$ cat src/rtl/bcd_serial_addsub_if.sv
// bcd_serial_addsub_if: start/done request bus carrying BCD operands, result and status flags.
interface bcd_serial_addsub_if #(parameter int DIGITS = 4);
  logic                  start;
  logic                  sub;
  logic [4*DIGITS-1:0]   a;
  logic [4*DIGITS-1:0]   b;
  logic                  busy;
  logic                  done;
  logic [4*DIGITS-1:0]   result;
  logic                  carry_out;
  logic                  negative;
  logic                  invalid;
  modport master (output start, sub, a, b, input busy, done, result, carry_out, negative, invalid);
  modport slave  (input start, sub, a, b, output busy, done, result, carry_out, negative, invalid);
endinterface

$ cat src/rtl/bcd_serial_addsub.sv
// bcd_serial_addsub: digit-serial packed-BCD add/subtract, LSD first, sign-magnitude subtraction result.
module bcd_serial_addsub #(
  parameter int DIGITS = 4
) (
  input  logic                clk,
  input  logic                nrst,
  bcd_serial_addsub_if.slave  bus
);
  localparam int CNT_W = $clog2(DIGITS + 1);
  localparam int W = 4 * DIGITS;
  localparam logic [CNT_W-1:0] LAST = CNT_W'(DIGITS - 1);
  typedef enum logic [1:0] {IDLE, ADD, NEG, DONE} state_t;
  state_t           state_q, state_d;
  logic [W-1:0]     a_q, a_d, b_q, b_d, res_q, res_d;
  logic [CNT_W-1:0] idx_q, idx_d;
  logic             sub_q, sub_d, cy_q, cy_d, co_q, co_d, neg_q, neg_d, inv_q, inv_d;
  logic [3:0]       x, y, bdig, dig;
  logic [4:0]       s;
  logic             c, last;
  function automatic logic bad_digit(input logic [W-1:0] v);
    bad_digit = 1'b0;
    for (int i = 0; i < DIGITS; i++) bad_digit |= v[4*i +: 4] > 4'd9;
  endfunction
  // One shared digit adder: ADD sums a with b (or 9-b), NEG adds carry to 9-result.
  always_comb begin
    bdig = b_q[4*idx_q +: 4];
    x = state_q == NEG ? 4'd9 - res_q[4*idx_q +: 4] : a_q[4*idx_q +: 4];
    y = state_q == NEG ? 4'd0 : (sub_q ? 4'd9 - bdig : bdig);
    s = {1'b0, x} + {1'b0, y} + {4'b0, cy_q};
    c = s > 5'd9;
    dig = c ? s[3:0] + 4'd6 : s[3:0];
    last = idx_q == LAST;
  end
  always_comb begin
    state_d = state_q;
    a_d = a_q;
    b_d = b_q;
    sub_d = sub_q;
    idx_d = idx_q;
    cy_d = cy_q;
    res_d = res_q;
    co_d = co_q;
    neg_d = neg_q;
    inv_d = inv_q;
    unique case (state_q)
      IDLE, DONE: begin
        if (bus.start) begin
          a_d = bus.a;
          b_d = bus.b;
          sub_d = bus.sub;
          idx_d = '0;
          cy_d = bus.sub;
          inv_d = bad_digit(bus.a) | bad_digit(bus.b);
          res_d = '0;
          co_d = 1'b0;
          neg_d = 1'b0;
          state_d = ADD;
        end else begin
          state_d = IDLE;
        end
      end
      ADD: begin
        res_d[4*idx_q +: 4] = dig;
        cy_d = c;
        idx_d = last ? '0 : idx_q + 1'b1;
        if (last) begin
          co_d = !sub_q && c;
          neg_d = sub_q && !c;
          cy_d = sub_q && !c ? 1'b1 : c;
          state_d = sub_q && !c ? NEG : DONE;
        end
      end
      NEG: begin
        res_d[4*idx_q +: 4] = dig;
        cy_d = c;
        idx_d = last ? '0 : idx_q + 1'b1;
        state_d = last ? DONE : NEG;
      end
      default: state_d = IDLE;
    endcase
  end
  always_ff @(posedge clk) begin
    if (!nrst) begin
      state_q <= IDLE;
      a_q <= '0;
      b_q <= '0;
      sub_q <= 1'b0;
      idx_q <= '0;
      cy_q <= 1'b0;
      res_q <= '0;
      co_q <= 1'b0;
      neg_q <= 1'b0;
      inv_q <= 1'b0;
    end else begin
      state_q <= state_d;
      a_q <= a_d;
      b_q <= b_d;
      sub_q <= sub_d;
      idx_q <= idx_d;
      cy_q <= cy_d;
      res_q <= res_d;
      co_q <= co_d;
      neg_q <= neg_d;
      inv_q <= inv_d;
    end
  end
  assign bus.busy = state_q == ADD || state_q == NEG;
  assign bus.done = state_q == DONE;
  assign bus.result = res_q;
  assign bus.carry_out = co_q;
  assign bus.negative = neg_q;
  assign bus.invalid = inv_q;
endmodule

$ cat src/flat_wrapper.sv
// flat-port wrapper written by rule: the top's interface ports become plain ports
module bcd_serial_addsub_flat 
#(
  parameter int DIGITS = 4
)
  (clk, nrst, bus_start, bus_sub, bus_a, bus_b, bus_busy, bus_done, bus_result, bus_carry_out, bus_negative, bus_invalid);
  bcd_serial_addsub_if #(.DIGITS(DIGITS)) bus_i ();
  input  logic clk;
  input  logic nrst;
  input wire logic [$bits(bus_i.start)-1:0] bus_start;
  input wire logic [$bits(bus_i.sub)-1:0] bus_sub;
  input wire logic [$bits(bus_i.a)-1:0] bus_a;
  input wire logic [$bits(bus_i.b)-1:0] bus_b;
  output wire logic [$bits(bus_i.busy)-1:0] bus_busy;
  output wire logic [$bits(bus_i.done)-1:0] bus_done;
  output wire logic [$bits(bus_i.result)-1:0] bus_result;
  output wire logic [$bits(bus_i.carry_out)-1:0] bus_carry_out;
  output wire logic [$bits(bus_i.negative)-1:0] bus_negative;
  output wire logic [$bits(bus_i.invalid)-1:0] bus_invalid;
  assign bus_i.start = bus_start;
  assign bus_i.sub = bus_sub;
  assign bus_i.a = bus_a;
  assign bus_i.b = bus_b;
  assign bus_busy = bus_i.busy;
  assign bus_done = bus_i.done;
  assign bus_result = bus_i.result;
  assign bus_carry_out = bus_i.carry_out;
  assign bus_negative = bus_i.negative;
  assign bus_invalid = bus_i.invalid;
  bcd_serial_addsub #(.DIGITS(DIGITS)) u_core (.clk(clk), .nrst(nrst), .bus(bus_i));
endmodule
$ cat config.mk
export PLATFORM = sky130hd
export DESIGN_NAME = bcd_serial_addsub_flat
export DESIGN_NICKNAME = d
export VERILOG_FILES = /design/src/rtl/bcd_serial_addsub_if.sv /design/src/rtl/bcd_serial_addsub.sv /design/src/flat_wrapper.sv
export SDC_FILE = /design/constraint.sdc
export NUM_CORES = 1
export LEC_CHECK = 0
export CORE_ASPECT_RATIO = 1.5
export CORE_MARGIN = 2
export CORE_UTILIZATION = 50
export CTS_CLUSTER_DIAMETER = 30
export DETAILED_ROUTE_END_ITERATION = 16
export GPL_TIMING_DRIVEN = 0
export PLACE_DENSITY = 0.74
export SLEW_MARGIN = 20
export SYNTH_ARGS = -nofsm -noshare
export SYNTH_HDL_FRONTEND = slang
export SYNTH_SLANG_ARGS = --single-unit
$ cat constraint.sdc
create_clock -name clk -period 5.8 [get_ports clk]
set_clock_uncertainty 0.1 [all_clocks]
set_input_delay 1.16 -clock clk [delete_from_list [all_inputs] [get_ports clk]]
set_output_delay 1.16 -clock clk [all_outputs]
set_load 0.05 [all_outputs]
==> flow_summary.yaml <==
run_status:
  outcome: "completed"
cts:
  clock-sinks: 58
  ctsResizeCount: 0
  clk_pin_slew_ps: 70
  cts_hold_buf: 0
  clock_latency_ps: 350
  htreeDepth: 3
  cts-buffers-inserted: 9
  clockRootBuffer: "clkbuf_8"
  tritoncts: "yes"
  cts.path.max_buffers: 2
  postCtsSetupBuffers: 0
global_routing:
  grt_pass1_wl_um: 15000
  grt_max_degree: 11
  grt_overflow_total: 0
  grt_pass1_vias: 3150
  track_usage_pct: 26.0
  antenna_found_initial: 0
cells_and_area:
  n_antenna_cell: 0
  drive_gt1_share_pct: 7.92
  final-seq-area_um2: 1160
  postLayoutCellArea_um2: 4220
  fin_util_pct: 65.1
  nets: 515
  syn_to_final_growth_pct: 26.9
  nFillCells: 589
  multi_input_area_um2: 2000
  final_cells: 543
floorplanning:
  die_area_um2: 7340
  start_util_pct: 51.3
  die_h_um: 104
  fp.coreArea_um2: 6490
  ios: 57
  rows: 36
  die_w_um: 70.6
route:
  wirelength_um: 8910
  drcViolationCount: 0
  dr_wl_met3_um: 393
  via_per_inst: 5.73
  vias: 3110
  wl_met2_um: 4950
  routedWlPerCell_um: 16.4
  drt_iter0_drc: 122
  ant_nets: 0
  drtPass1Iterations: 4
  highest_layer: "met4"
  wl_met1_um: 3350
setup_path:
  path_class: "reg2reg"
  rr_endpoint: "u_core.bus.result[5]$_SDFFE_PN0P_"
  reg2reg_slack_ps: 1410
  r2r-start: "u_core.idx_q[1]$_SDFFE_PN0P_"
  worstSetupStartpointType: "flip-flop"
  crit_start: "u_core.idx_q[1]$_SDFFE_PN0P_"
  endpoint_kind: "flip-flop"
  crit_arrival_ps: 4510
  worstRegToRegCells: 14
  cp.required_ps: 5910
  path_max_fanout: 10
  cp-endpoint: "u_core.bus.result[5]$_SDFFE_PN0P_"
synth:
  synth_top_family_by_area: "compound AO/OA/AOI/OAI gates"
  syn_inst: 395
  synth_largest_area_cell: "dfxtp_1"
  synthMuxAreaShare_pct: 9.06
  synthXorXnorAreaFrac_pct: 1.32
  yosysWarnings: 0
  yosysTopAreaCellShare_pct: 34.9
  synth.distinct_cells: 54
  synth_edf_count: 0
  yosysSeqAreaShare_pct: 34.9
  yosysMostFrequentCell: "nand2_1"
  synthSimpleGateAreaFrac_pct: 20.5
  synth_fa_ha_area_share_pct: 6.84
  synth-compound-area-share_pct: 22.5
  ys_seq_elements: 58
  synth_common_cells: "101 x nand2_1, 58 x dfxtp_1, 34 x a21boi_0"
  syn_nets: 448
  ys_top_cells_by_area: "dfxtp_1 35%, nand2_1 11%, mux4_2 8.1%"
  async_reset_ff_share_pct: 0
  ys.flop_type: "dfxtp_1"
  syn-mean-instance-area_um2: 8.42
  syn_area_um2: 3330
power:
  power_leakage_nw: 1.57
  powerDensity_nw_per_um2: 481
  design_power_total_mw: 2.03
  peakVddDrop_uv: 223
sta:
  clock.fmax_mhz: 228
  fin_crit_sh_pct: 75.8
  fin_crit_ps: 4390
  tightest_slew_ps: 732
  grt_setup_unrepaired: "false"
  setup_tns_ps: 0
  final_hold_viol_count: 0
  slew_violations: 0
  setup_viol: 0
  slew_headroom_pct: 51.2
place:
  numPortBuffers: 56
  postPlaceCellArea_um2: 3980
  dp.cells: 527
  gp_congestion: 0.962
  hpwl_um: 7020
worst_hold_path:
  hp-class: "reg2reg"
job:
  cap_violations: 0
==> logic make-up (layout without fill, tap and decap cells) <==
family,Yosys count,in the layout
AOI/OAI and AO/OA,105,105
muxes,15,15
buffers and inverters,41,113
and+or+nand+nor,154,154
DFF,58,58
xor gates and xnor gates,5,5
adders and majority gates,17,17
==> sequential cells by signal, summed over array words and instances, names as in the netlist <==
signal                flops
u_core.state_q            2
u_core.bus.carry_out      1
u_core.cy_q               1
u_core.bus.negative       1
u_core.b_q               16
u_core.bus.invalid        1
u_core.a_q               16
u_core.sub_q              1
u_core.bus.result        16
u_core.idx_q              3
==> worst min-delay path by stage <==
stage | from | end | slack [ps] | cells after the start
floorplan | u_core.b_q[10]$_SDFFE_PN0P_ | u_core.b_q[10]$_SDFFE_PN0P_ | 340 | 2
global placement | u_core.a_q[14]$_SDFFE_PN0P_ | u_core.a_q[14]$_SDFFE_PN0P_ | 350 | 2
detailed placement | u_core.bus.negative$_SDFFE_PN0P_ | u_core.bus.negative$_SDFFE_PN0P_ | 360 | 2
CTS | u_core.bus.negative$_SDFFE_PN0P_ | u_core.bus.negative$_SDFFE_PN0P_ | 360 | 2
global route | u_core.b_q[1]$_SDFFE_PN0P_ | u_core.b_q[1]$_SDFFE_PN0P_ | 390 | 2
finish | u_core.bus.negative$_SDFFE_PN0P_ | u_core.bus.negative$_SDFFE_PN0P_ | 360 | 2
==> critical path, cell delays in order, from the launching register on <==
cell      delay, ps
dfxtp_1         380
clkbuf_1        370
clkbuf_1        610
mux4_2          450
nand2_1          90
ha_1            160
nand3b_1        100
a21oi_1          60
a31o_2          230
ha_1            360
inv_1           160
o21ai_0         110
a221o_1         350
o31ai_1         550
o21ai_0         180
==> power breakdown <==
part	leakage [nW]	internal (mW)	switching, mW	total, mW
sequential	0.473	0.470	0.0424	0.512
clock	0.119	0.276	0.164	0.440
combinational	0.980	0.402	0.676	1.08
==> metrics by stage <==
| step | setup slack [ps] | hold WS [ps] |
|---|---|---|
| 3_5_place_dp | 1430 | 355 |
| 2_1_floorplan | 2070 | 340 |
| 6_report | 1410 | 360 |
| 3_3_place_gp | 1440 | 347 |
| 5_1_grt | 1130 | 385 |
| 4_1_cts | 1400 | 364 |
==> routing by layer <==
layer | track usage (%) | vias up
met3 | 5.52 | 20
met5 | 0 | -
met2 | 48.0 | 80
met1 | 28.0 | 1479
li1 | - | 1531
met4 | 10.8 | 0
==> final cells by class <==
class,instances,area share [%]
Clock buffer,12,3.91
Sequential cell,58,27.5
Inverter,14,1.25
Multi-Input combinational cell,296,47.4
Tap cell,76,2.25
Buffer,27,2.67
Clock inverter,4,1.72
Timing Repair Buffer,56,13.3
==> placed cells by master (no fill, tap or decap), types with 5 or more instances in the layout <==
master,count
dfxtp_1,58
nand3_1,9
a21oi_1,11
nor2_1,11
nand2_1,101
clkbuf_8,12
o21ai_0,17
mux4_2,12
clkdlybuf4s50_1,56
and2_1,5
a21boi_0,34
nor2b_1,6
a31oi_1,5
clkbuf_1,21
o31ai_1,7
inv_1,14
ha_1,15
Power figures use the tool's default switching activity.
==> patch 1, RTL diff (same flow settings) <==
Re-encode `state_t` (4 states) as one-hot, 4 bits wide.
--- a/src/rtl/bcd_serial_addsub.sv
+++ b/src/rtl/bcd_serial_addsub.sv
@@ -10,5 +10,5 @@
   localparam int W = 4 * DIGITS;
   localparam logic [CNT_W-1:0] LAST = CNT_W'(DIGITS - 1);
-  typedef enum logic [1:0] {IDLE, ADD, NEG, DONE} state_t;
+  typedef enum logic [3:0] {IDLE = 4'b0001, ADD = 4'b0010, NEG = 4'b0100, DONE = 4'b1000} state_t;
   state_t           state_q, state_d;
   logic [W-1:0]     a_q, a_d, b_q, b_d, res_q, res_d;
Formal check against the unedited RTL: no difference found for any inputs over 10 cycles, from zero or initial values and one cycle with nrst low; not proved beyond that.
==> patch 1 against the unedited design <==
  * Setup slack better by 0.29 ns
  * Core utilization increased by 0.59 points
  * First-iteration DRC count up 59%
  * Count of clock-buffer cells in the layout down 1
  * Routed wire length down 4.2%
  * Global-route usage fell by 0.69 points
  * Final area down 3.3%
  * Synthesized area down 2.6%
  * Sequential cell count rose by 2
  * Critical endpoint is now u_core.bus.result[15]$_SDFFE_PN0P_
  * Highest routed layer unchanged
Power is not compared: it rests on default switching activity, and its combinational part moved more than twofold at a synthesized area within 25%.
==> patch 1: results (changes against the unedited design) <==
| Metric | Value |
|---|---|
| Post-synthesis sequential area ratio | `37.1% (was 34.9%)` |
| Syn Nets | `437 (was 448)` |
| Slew margin rel. | `59.6% (was 51.2%)` |
| Synth top area cells | `dfxtp_1, nand2_1, mux4_2, a21oi_1, ha_1 (was dfxtp_1, nand2_1, mux4_2, a21boi_0, ha_1)` |
| DP HPWL | `6480 um (was 7020 um)` |
| Post-synthesis cell type count | `55 (was 54)` |
| CP arrival | `4.21 ns (was 4.51 ns)` |
| Leakage | `1.50 nW` |
| Largest net degree at the start of global routing | `11 (unchanged)` |
| GRT Overall Usage | `25.3% (was 26.0%)` |
| Net Sw Power | `284 uW` |
| # H-tree levels | `3 (unchanged)` |
| Via density per instance | `5.82 (was 5.73)` |
| R2R depth | `12 (was 14)` |
| # port buffers | `55 (was 56)` |
| First-pass GRT wire length | `14100 um (was 15000 um)` |
| Outcome | `complete, no violations (unchanged)` |
| Synthesized instance count | `387 (was 395)` |
| Layout cell share with drive strength beyond 1 | `10.9% (was 7.92%)` |
| Post-layout nets | `503 (was 515)` |
| Sequential Power Share | `43.2%` |
| Num CTS Buffers | `9 (unchanged)` |
| Vias in the first global route | `3002 (was 3150)` |
| Drt initial violations | `194 (was 122)` |
| GP Congestion | `0.870 (was 0.962)` |
| Wirelength per Cell | `16.1 um (was 16.4 um)` |
| Skew-Pair Late Insertion Delay | `0.34 ns` |
| Top post-synthesis cells by count | `nand2_1, dfxtp_1, a21oi_1 (was nand2_1, dfxtp_1, a21boi_0)` |
| Final Non-Filler Cells | `531 (was 543)` |
| DRT Pass-1 Iters | `4 (unchanged)` |
| ANT cells | `0 (unchanged)` |
| Dpl cells | `516 (was 527)` |
patch 1: changes by cell type after synthesis, moves of 5 or more:
cell,before,now
a21oi_1,11,51
a21boi_0,34,0
nand2_1,101,87
clkbuf_1,21,12
nor2_1,11,20
buf_2,3,11
o22ai_1,1,9
o21ai_0,17,23
o31ai_1,7,2
patch 1: path summary, 6_finish.rpt:
| check | slack [ns] | from | to |
|---|---|---|---|
| setup / recovery | 1.70 | u_core.idx_q[0]$_SDFFE_PN0P_ | u_core.bus.result[15]$_SDFFE_PN0P_ |
| hold / removal | 0.36 | u_core.a_q[1]$_SDFFE_PN0P_ | u_core.a_q[1]$_SDFFE_PN0P_ |
| setup reg to reg | 1.70 | u_core.idx_q[0]$_SDFFE_PN0P_ | u_core.bus.result[15]$_SDFFE_PN0P_ |
| hold reg to reg | 0.36 | u_core.a_q[1]$_SDFFE_PN0P_ | u_core.a_q[1]$_SDFFE_PN0P_ |
patch 1: area by class of cell:
cell class | instances | area (um2)
flip-flops and latches | 60 | 1200
clock buffers | 11 | 151
multi-input cells | 290 | 1890
repair buffers | 55 | 551
well taps | 74 | 92.6
inverters | 14 | 52.6
plain buffers | 23 | 100
fillers | 564 | 2140
clock inverters | 4 | 48.8
patch 1: logic make-up (layout without fill, tap and decap cells):
| family | Yosys count | count (layout) | synth area share (%) |
|---|---|---|---|
| flops | 60 | 60 | 37.1 |
| simple gates | 150 | 150 | 22.1 |
| xor+xnor | 4 | 4 | 1.08 |
| fa+ha+maj | 14 | 14 | 5.87 |
| mux | 14 | 14 | 9.12 |
| buf+inv | 37 | 107 | 4.71 |
| compound gates | 108 | 108 | 20.0 |
patch 1: critical path, cell delays in order (launching register included):
cell     delay (ns)
dfxtp_1        0.40
buf_2          0.37
buf_2          0.34
mux4_2         0.55
nand2_1        0.10
ha_1           0.25
a22o_1         0.22
ha_1           0.34
a21o_1         0.25
o21ai_0        0.34
and2_2         0.25
mux2i_1        0.34
o22ai_1        0.14
patch 1: per-layer routing:
layer / part of all wire (%) / wire length (um) / global-route usage, % / up-vias
met5: 0 / 0 / 0 / -
met4: 2.6 / 223 / 12.4 / 0
met3: 5.6 / 482 / 4.89 / 20
met2: 52 / 4450 / 46.2 / 114
met1: 40 / 3370 / 28.4 / 1448
li1: - / - / - / 1510
patch 1: per-stage QoR:
| step | power, mW | hold WS, ns | worst slack (ns) | instance area (um2) |
|---|---|---|---|---|
| after detailed placement | 0.646 | 0.346 | 1.72 | 3880 |
| after global routing | 1.07 | 0.374 | 1.35 | 4080 |
| final | 1.02 | 0.356 | 1.70 | 4080 |
| after CTS | 1.03 | 0.356 | 1.70 | 4080 |
| after global placement | 0.642 | 0.341 | 1.75 | 3880 |
| after floorplan | 0.579 | 0.333 | 2.16 | 3240 |
==> patch 2, RTL diff (same flow settings) <==
Without the edit above. `DIGITS` is set to 4 in 3 places; all go to 2.
--- a/src/rtl/bcd_serial_addsub_if.sv
+++ b/src/rtl/bcd_serial_addsub_if.sv
@@ -1,4 +1,4 @@
 // bcd_serial_addsub_if: start/done request bus carrying BCD operands, result and status flags.
-interface bcd_serial_addsub_if #(parameter int DIGITS = 4);
+interface bcd_serial_addsub_if #(parameter int DIGITS = 2);
   logic                  start;
   logic                  sub;
--- a/src/rtl/bcd_serial_addsub.sv
+++ b/src/rtl/bcd_serial_addsub.sv
@@ -1,5 +1,5 @@
 // bcd_serial_addsub: digit-serial packed-BCD add/subtract, LSD first, sign-magnitude subtraction result.
 module bcd_serial_addsub #(
-  parameter int DIGITS = 4
+  parameter int DIGITS = 2
 ) (
   input  logic                clk,
--- a/src/flat_wrapper.sv
+++ b/src/flat_wrapper.sv
@@ -2,5 +2,5 @@
 module bcd_serial_addsub_flat 
 #(
-  parameter int DIGITS = 4
+  parameter int DIGITS = 2
 )
   (clk, nrst, bus_start, bus_sub, bus_a, bus_b, bus_busy, bus_done, bus_result, bus_carry_out, bus_negative, bus_invalid);
Interface: changed (resized bus_a, bus_b and bus_result); port bits go from 57 to 33. The function was not compared with the original's and may differ.
==> patch 2 against the unedited design <==
  * Worst hold slack gained 0.0031 ns
  * Sequential cell count shrank 25
  * Synthesized cell count is 38% lower
  * Final area decreased by 42%
  * Synthesized area fell by 41%
  * Critical path depth unchanged
  * Routed wire length is 50% lower
  * Setup slack better by 0.36 ns
  * Non-clock buffer count fell by 38
  * Power is 35% lower
  * Largest power group unchanged
==> patch 2: results (changes against the unedited design) <==
| Metric | Value |
|---|---|
| DRT Pass-1 Iters | `5 (was 4)` |
| Outcome | `complete, no violations (unchanged)` |
| Sw frac | `45.3% (was 43.4%)` |
| Leakage | `0.977 nW (was 1.57 nW)` |
| Worst setup path startpoint | `u_core.idx_q[0]$_SDFFE_PN0P_ (was u_core.idx_q[1]$_SDFFE_PN0P_)` |
| Actual slew at the worst max-slew pin | `0.567 ns (was 0.732 ns)` |
| Combinational power | `783 uW (was 1.08 mW)` |
| Mean post-synth cell area | `8.05 um2 (was 8.42 um2)` |
| Synth top area cells | `dfxtp_1, nand2_1, ha_1, a21boi_0, mux2i_1 (was dfxtp_1, nand2_1, mux4_2, a21boi_0, ha_1)` |
| Via count | `1817 (was 3110)` |
| Top post-synthesis cells by count | `nand2_1, dfxtp_1, a21boi_0 (unchanged)` |
| CP arrival | `4.16 ns (was 4.51 ns)` |
| Final wirelength | `4480 um (was 8910 um)` |
| Via density per instance | `5.57 (was 5.73)` |
| Cell area after placement | `0.00233 mm2 (was 0.00398 mm2)` |
| Clock power frac | `17.0% (was 21.7%)` |
| Hold Path Origin | `u_core.b_q[7]$_SDFFE_PN0P_ (was u_core.bus.negative$_SDFFE_PN0P_)` |
| Num CTS Buffers | `5 (was 9)` |
| Vias in the first global route | `1591 (was 3150)` |
| Skew-Pair Late Insertion Delay | `0.28 ns (was 0.35 ns)` |
| Post-synthesis cell type count | `40 (was 54)` |
| First-pass GRT wire length | `7380 um (was 15000 um)` |
| DP HPWL | `3430 um (was 7020 um)` |
| Fill cell count | `360 (was 589)` |
| Final Util | `65.8% (was 65.1%)` |
| # port buffers | `31 (was 56)` |
| Synth Area in Compound Gates | `21.0% (was 22.5%)` |
| Post-layout nets | `316 (was 515)` |
| GP Congestion | `0.870 (was 0.962)` |
| CP peak stage delay | `0.46 ns (was 0.61 ns)` |
| Crit path max-delay family | `adder cells (was compound AO/OA/AOI/OAI gates)` |
[patch 2: final timing paths]
kind	to	slack, ns	cells after the start
setup reg to reg	u_core.bus.result[6]$_SDFFE_PN0P_	1.76	14
hold / removal	u_core.b_q[7]$_SDFFE_PN0P_	0.36	2
setup / recovery	u_core.bus.result[6]$_SDFFE_PN0P_	1.76	14
hold reg to reg	u_core.b_q[7]$_SDFFE_PN0P_	0.36	2
[patch 2: routing by layer]
| metal | global-route usage (%) | up-vias | share of wire [%] |
|---|---|---|---|
| li1 | - | 914 | - |
| met1 | 27.6 | 839 | 39 |
| met2 | 37.9 | 54 | 53 |
| met3 | 4.41 | 10 | 4.9 |
| met4 | 11.5 | 0 | 3.2 |
| met5 | 0 | - | 0 |
[patch 2: area by class of cell]
type | count | area share (%)
clock buffers | 7 | 3.53
inverters | 10 | 1.54
plain buffers | 14 | 2.25
clock inverters | 1 | 1.23
well taps | 43 | 2.20
flip-flops and latches | 33 | 27.0
multi-input cells | 187 | 49.5
repair buffers | 31 | 12.7
